<file path="src/rtl/sdram_arbiter_if.sv">
// sdram_arbiter_if: request/grant/done handshake bundle between the arbiter and its masters
interface sdram_arbiter_if;
  logic       init_done;
  logic       wr_trig;
  logic       rd_trig;
  logic       ref_done;
  logic       wr_done;
  logic       rd_done;
  logic       ref_en;
  logic       wr_en;
  logic       rd_en;
  logic [1:0] bus_sel;
  logic       busy;
  logic       ref_late;
  modport master (
    output init_done, wr_trig, rd_trig, ref_done, wr_done, rd_done,
    input  ref_en, wr_en, rd_en, bus_sel, busy, ref_late
  );
  modport slave (
    input  init_done, wr_trig, rd_trig, ref_done, wr_done, rd_done,
    output ref_en, wr_en, rd_en, bus_sel, busy, ref_late
  );
endinterface

</file>
<file path="src/rtl/sdram_arbiter.sv">
// sdram_arbiter: fixed-priority (refresh > write > read) owner of the SDRAM command bus
module sdram_arbiter #(
  parameter int REF_PERIOD = 780,
  parameter int CNT_W      = 10
) (
  input logic            clk,
  input logic            rst,
  sdram_arbiter_if.slave sif
);
  typedef enum logic [2:0] {IDLE, ARBIT, REFRESH, WRITE, READ} state_t;
  state_t           state, nxt;
  logic [CNT_W-1:0] cnt;
  logic             ref_pend, wr_pend, rd_pend;
  logic             expire, g_ref, g_wr, g_rd;
  assign expire = sif.init_done && cnt == CNT_W'(REF_PERIOD - 1);
  assign g_ref  = state == ARBIT && nxt == REFRESH;
  assign g_wr   = state == ARBIT && nxt == WRITE;
  assign g_rd   = state == ARBIT && nxt == READ;
  always_comb begin
    nxt = state;
    case (state)
      IDLE:    nxt = ARBIT;
      ARBIT:   nxt = ref_pend ? REFRESH : wr_pend ? WRITE : rd_pend ? READ : ARBIT;
      REFRESH: nxt = sif.ref_done ? ARBIT : REFRESH;
      WRITE:   nxt = sif.wr_done ? ARBIT : WRITE;
      READ:    nxt = sif.rd_done ? ARBIT : READ;
      default: nxt = IDLE;
    endcase
    if (!sif.init_done) nxt = IDLE;
  end
  // losing init_done flushes every pending request and restarts the refresh timer
  always_ff @(posedge clk) begin
    if (rst) begin
      state        <= IDLE;
      cnt          <= '0;
      ref_pend     <= 1'b0;
      wr_pend      <= 1'b0;
      rd_pend      <= 1'b0;
      sif.ref_en   <= 1'b0;
      sif.wr_en    <= 1'b0;
      sif.rd_en    <= 1'b0;
      sif.bus_sel  <= 2'd0;
      sif.busy     <= 1'b0;
      sif.ref_late <= 1'b0;
    end else begin
      state        <= nxt;
      cnt          <= (!sif.init_done || expire) ? '0 : cnt + 1'b1;
      ref_pend     <= sif.init_done && (expire || (ref_pend && !g_ref));
      wr_pend      <= sif.init_done && (sif.wr_trig || (wr_pend && !g_wr));
      rd_pend      <= sif.init_done && (sif.rd_trig || (rd_pend && !g_rd));
      sif.ref_en   <= g_ref;
      sif.wr_en    <= g_wr;
      sif.rd_en    <= g_rd;
      sif.bus_sel  <= nxt == IDLE ? 2'd0 : nxt == REFRESH ? 2'd1 :
                      nxt == WRITE ? 2'd2 : nxt == READ ? 2'd3 : sif.bus_sel;
      sif.busy     <= nxt == REFRESH || nxt == WRITE || nxt == READ;
      sif.ref_late <= sif.ref_late || (expire && ref_pend);
    end
  end
endmodule

</file>
<file path="src/flat_wrapper.sv">
// flat-port wrapper written by rule: the top's interface ports become plain ports
module sdram_arbiter_flat 
#(
  parameter int REF_PERIOD = 780,
  parameter int CNT_W      = 10
)
  (clk, rst, sif_init_done, sif_wr_trig, sif_rd_trig, sif_ref_done, sif_wr_done, sif_rd_done, sif_ref_en, sif_wr_en, sif_rd_en, sif_bus_sel, sif_busy, sif_ref_late);
  sdram_arbiter_if sif_i ();
  input logic clk;
  input logic rst;
  input wire logic [$bits(sif_i.init_done)-1:0] sif_init_done;
  input wire logic [$bits(sif_i.wr_trig)-1:0] sif_wr_trig;
  input wire logic [$bits(sif_i.rd_trig)-1:0] sif_rd_trig;
  input wire logic [$bits(sif_i.ref_done)-1:0] sif_ref_done;
  input wire logic [$bits(sif_i.wr_done)-1:0] sif_wr_done;
  input wire logic [$bits(sif_i.rd_done)-1:0] sif_rd_done;
  output wire logic [$bits(sif_i.ref_en)-1:0] sif_ref_en;
  output wire logic [$bits(sif_i.wr_en)-1:0] sif_wr_en;
  output wire logic [$bits(sif_i.rd_en)-1:0] sif_rd_en;
  output wire logic [$bits(sif_i.bus_sel)-1:0] sif_bus_sel;
  output wire logic [$bits(sif_i.busy)-1:0] sif_busy;
  output wire logic [$bits(sif_i.ref_late)-1:0] sif_ref_late;
  assign sif_i.init_done = sif_init_done;
  assign sif_i.wr_trig = sif_wr_trig;
  assign sif_i.rd_trig = sif_rd_trig;
  assign sif_i.ref_done = sif_ref_done;
  assign sif_i.wr_done = sif_wr_done;
  assign sif_i.rd_done = sif_rd_done;
  assign sif_ref_en = sif_i.ref_en;
  assign sif_wr_en = sif_i.wr_en;
  assign sif_rd_en = sif_i.rd_en;
  assign sif_bus_sel = sif_i.bus_sel;
  assign sif_busy = sif_i.busy;
  assign sif_ref_late = sif_i.ref_late;
  sdram_arbiter #(.REF_PERIOD(REF_PERIOD), .CNT_W(CNT_W)) u_core (.clk(clk), .rst(rst), .sif(sif_i));
endmodule
</file>
<file path="config.mk">
export PLATFORM = sky130hd
export DESIGN_NAME = sdram_arbiter_flat
export DESIGN_NICKNAME = d
export VERILOG_FILES = /design/src/rtl/sdram_arbiter_if.sv /design/src/rtl/sdram_arbiter.sv /design/src/flat_wrapper.sv
export SDC_FILE = /design/constraint.sdc
export NUM_CORES = 1
export LEC_CHECK = 0
export CORE_MARGIN = 2
export CORE_UTILIZATION = 55
export DETAILED_ROUTE_END_ITERATION = 6
export DONT_BUFFER_PORTS = 1
export PLACE_DENSITY = 0.7
export SYNTH_ARGS = -nofsm -noshare
export SYNTH_HDL_FRONTEND = slang
export SYNTH_SLANG_ARGS = --single-unit
</file>
<file path="constraint.sdc">
create_clock -name clk -period 4.2 [get_ports clk]
set_input_delay 0.84 -clock clk [delete_from_list [all_inputs] [get_ports clk]]
set_output_delay 0.84 -clock clk [all_outputs]
set_load 0.01 [all_outputs]
</file>
Word-level counts from Yosys, hierarchy flattened
Index checks and enable logic that the tools add are counted.
- add/subtract/negate cells: 1
- multiply operators: 0
- divide/modulo/power cells: 0
- magnitude comparators: 0
- eq/ne operators: 8
- shift-type cells: 0
- mux-type cells: 11
- bitwise gates (word level): 0
- reduce and logical (&&, ||, !) cells: 29
- operators with widths (operator ; number):
    3-bit 2-to-1 mux ; 5
    3-bit one-hot mux with 5 select lines ; 1
    3-bit by 2-bit == test with 1-bit output (second input constant) ; 4
    1-bit logical AND ; 11
    10-bit by 1-bit adder with 10-bit output (second input constant) ; 1
    10-bit == test (second input constant) ; 1
    2-bit 2-to-1 mux ; 4
    1-bit logical OR ; 7
    3-bit == test (second input constant) ; 2
    3-bit zero test ; 2
    1-bit zero test ; 4
    2-bit OR reduction ; 2
    3-bit by 1-bit == test with 1-bit output (second input constant) ; 1
    3-bit nonzero test ; 1
    3-bit OR reduction ; 1
    2-bit nonzero test ; 1
    1-bit 2-to-1 mux ; 1
- register bits: 23
- latch bits: 0
- memory bits (writable): 0
- ROM bits: 0
- bits of input ports: 8
- output and inout bits: 7
- word-level logic and storage cells: 61
- memories: 0

Logic depth before layout (Yosys ltp)
- depth in word-level cells: 11
- gate-level depth with buffers: 6
- mapped depth without buffers: 5

Worst setup path after synthesis
No wires, ideal clock.
- path type: in2reg
- from: in rst
- to: reg u_core.sif.ref_en
- library setup time: 65 ps
- arrival time: 1822 ps
- data required time: 4135 ps
- path slack: 2313 ps
- cell stages on the path: 4
- path buffers: 1
- path through: clkbuf_1 > nand2b_1 > or4_1 > nor2_1
- RTL lines (element ; RTL line ; text):
    start: declaration ; flat_wrapper.sv:10 ; input logic rst;
    end signal: assignment ; sdram_arbiter.sv:51 ; sif.ref_en <= g_ref;
    end: declaration ; sdram_arbiter_if.sv:21 ; output ref_en, wr_en, rd_en, bus_sel, busy, ref_late

Final worst setup path
- from: reg u_core.cnt[0]
- to: reg u_core.cnt[9]
- word-level cells in the longest chain between the ends: 4
- elaborated cells on any way between the ends: 5
- those cells by class: 1 x add/sub; 1 x eq/ne; 3 x reduce/logical
- ends and longest elaborated chain (element ; RTL line ; text):
    start: declaration ; sdram_arbiter.sv:12 ; logic [CNT_W-1:0] cnt;
    start signal: assignment ; sdram_arbiter.sv:47 ; cnt <= (!sif.init_done || expire) ? '0 : cnt + 1'b1;
    branches (longest 4 deep; another with 10-bit by 1-bit adder with 10-bit output) ; - ;
Parallel ways; which one is timed is not known.
A chain may end at the register's enable or synchronous reset.

==> out/metrics.cfg <==
[cts]
clk_pin_slew_ps = 120
cts_root_buffer = clkbuf_4
cts_buffers = 3
cts_tree = done
cts_buffer_depth = 2
postCtsSetupBuffers = 0
insertion_delay_ps = 300
cts_max_level = 1
cts_resized = 0
cts.sinks = 23
cts_hold_buf = 0

[drt]
wl_um = 1730
avgViaCountPerCell = 5.59
drc = 0
wl_per_cell_um = 12.8
drt-pass1-iter-count = 4
drt_iter0_markers = 15
vias = 754
antenna_left = 0

[sta]
worst_slack_ps = 2490
hold_viol_final = 0
fin_setup_tns_ps = 0
min_period_ps = 1710
slew_headroom_pct = 51.3
period_share_pct = 40.8
setup_viol = 0
final.setup_skew_ps = 1.95
rsz0062_at_grt = false
whs_ps = 478
max_slew.worst_pin.slew_ps = 719
max_freq_mhz = 583
slew_viol_final = 0

[critical_path]
critPathMaxStageDelay_ps = 520
crit_required_ps = 4390
cp_top_family = simple AND/OR/NAND/NOR gates
crit_slowest_cell = or4_1
path_max_fanout = 9
startpoint_type = flop
crit_type = flop to flop
crit_arrival_ps = 1910
endpoint_kind = flop
cp_cell_sequence = ha_1 -> nand4_1 -> or4_1 -> nand2b_1 -> nor2_1
cp.buffers_inverters = 0

[synthesis]
ys_seq_area_share_pct = 46.6
synth_edf_count = 0
yosysUniqueCellTypes = 36
ys.flop_type = dfxtp_1
synth_nets = 118
syn-instance-count = 109
synth_area_um2 = 987
syn_area_per_cell_um2 = 9.06
yosys_warnings = 0
ys_ff_latch = 23
async_flop_share_pct = 0

[final_layout]
layout_common_cells = dfxtp_1 (23), nor2_1 (18), nand2_1 (7)
num-fill-cells = 149
mostFrequentLayoutCell = dfxtp_1
n_antenna_cell = 0
area_growth_pct = 3.68
layout-drive-gt1-share_pct = 6.36
top_regs = u_core.cnt (10), u_core.state (3), u_core.sif.bus_sel (2)
largest_register_ffs = 10
final_nets = 120
instances_no_fill = 135
top_register = u_core.cnt

[global_routing]
grt_overflow = 0
grtUsageTotal_pct = 17.9
grt_pass1_wl_um = 2700
grt_pass1_vias = 685
grt_max_degree = 14
antenna_found_initial = 0

[power]
ir_worst_vdd_v = 0.000231
leakagePower_uw = 0.000348
p_switching_uw = 73.6
p_per_area_nw_per_um2 = 328
switching_share_pct = 21.9
combinationalPowerShare_pct = 3.9
seqPwrFrac_pct = 66.9
p_int_uw = 262
clock_power_share_pct = 29.2

[placement]
place_ws_ps = 2230
place_inst = 131
io_buffer_count = 0
place_hpwl_um = 1350
gp_congestion = 0.853

[floorplanning]
fp.dieArea_um2 = 2150
die_w_um = 46.4
num_rows = 15
die_h_um = 46.4
core_area_um2 = 1710
start_util_pct = 57.8
pin_count = 15

[hold_path]
hold_class = flop to flop

[job]
drv_cap = 0

[run_status]
status = complete, no violations

==> metal layers <==
| layer | global-route usage [%] | up-vias | part of all wire, % |
|---|---|---|---|
| li1 | - | 386 | - |
| met2 | 31.9 | 16 | 52 |
| met1 | 19.5 | 350 | 42 |
| met4 | 10.9 | 0 | 0.87 |
| met5 | 0 | - | 0 |
| met3 | 2.75 | 2 | 4.3 |
==> through the flow <==
step	total power, uW	area (um2)	utilization, %
detailed placement	243	996	58.3
floorplan	242	987	-
global route	350	1020	59.9
finish	336	1020	59.9
CTS	340	1020	59.9
global placement	243	996	58.3
==> path summary, 6_finish.rpt <==
check        slack, ps  depth (start not counted)                  endpoint                      from
min                480                          1  u_core.cnt[0]$_SDFF_PP0_  u_core.cnt[0]$_SDFF_PP0_
max               2490                          5  u_core.cnt[9]$_SDFF_PP0_  u_core.cnt[0]$_SDFF_PP0_
max reg2reg       2490                          5  u_core.cnt[9]$_SDFF_PP0_  u_core.cnt[0]$_SDFF_PP0_
min reg2reg        480                          1  u_core.cnt[0]$_SDFF_PP0_  u_core.cnt[0]$_SDFF_PP0_
==> final cells by class <==
| cell class | instances | area, um2 | area share (%) |
|---|---|---|---|
| clock buffers | 3 | 22.5 | 2.20 |
| multi-input cells | 79 | 489 | 47.8 |
| inverters | 4 | 15.0 | 1.47 |
| well taps | 25 | 31.3 | 3.06 |
| flip-flops and latches | 23 | 460 | 45.0 |
| clock inverters | 1 | 5.00 | 0.489 |
==> cells by family (layout without fill, tap and decap cells) <==
group / after synthesis / count (layout) / share of synthesized area (%)
DFF: 23 / 23 / 46.6
AOI/OAI and AO/OA: 15 / 15 / 12.3
buffers and inverters: 7 / 8 / 3.80
adders and majority gates: 1 / 1 / 1.27
and+or+nand+nor: 55 / 55 / 28.9
xor gates and xnor gates: 8 / 8 / 7.10
==> cell usage after synthesis (2+ instances only) <==
master | number | share of area [%]
or3_1 | 2 | 1.3
nor2_1 | 18 | 6.8
dfxtp_1 | 23 | 47
or4_1 | 2 | 1.5
xor2_1 | 4 | 3.5
nand2b_1 | 3 | 1.9
nor3b_1 | 2 | 1.5
nor4_1 | 3 | 1.9
inv_1 | 4 | 1.5
nand3_1 | 4 | 2.0
and2_1 | 3 | 1.9
a21oi_1 | 3 | 1.5
nor2b_1 | 4 | 2.5
nand2_1 | 7 | 2.7
nand4_1 | 3 | 1.9
xnor2_1 | 4 | 3.5
==> power groups by stage <==
| stage | Clock, uW | Combinational [uW] | Sequential [uW] |
|---|---|---|---|
| global placement | 0 | 13.2 | 230 |
| global route | 110 | 15.1 | 226 |
| finish | 98.0 | 13.2 | 225 |
| floorplan | 0 | 13.2 | 229 |
| CTS | 102 | 13.4 | 225 |
| detailed placement | 0 | 13.3 | 230 |
No activity file was read; power rests on OpenSTA's default activity.
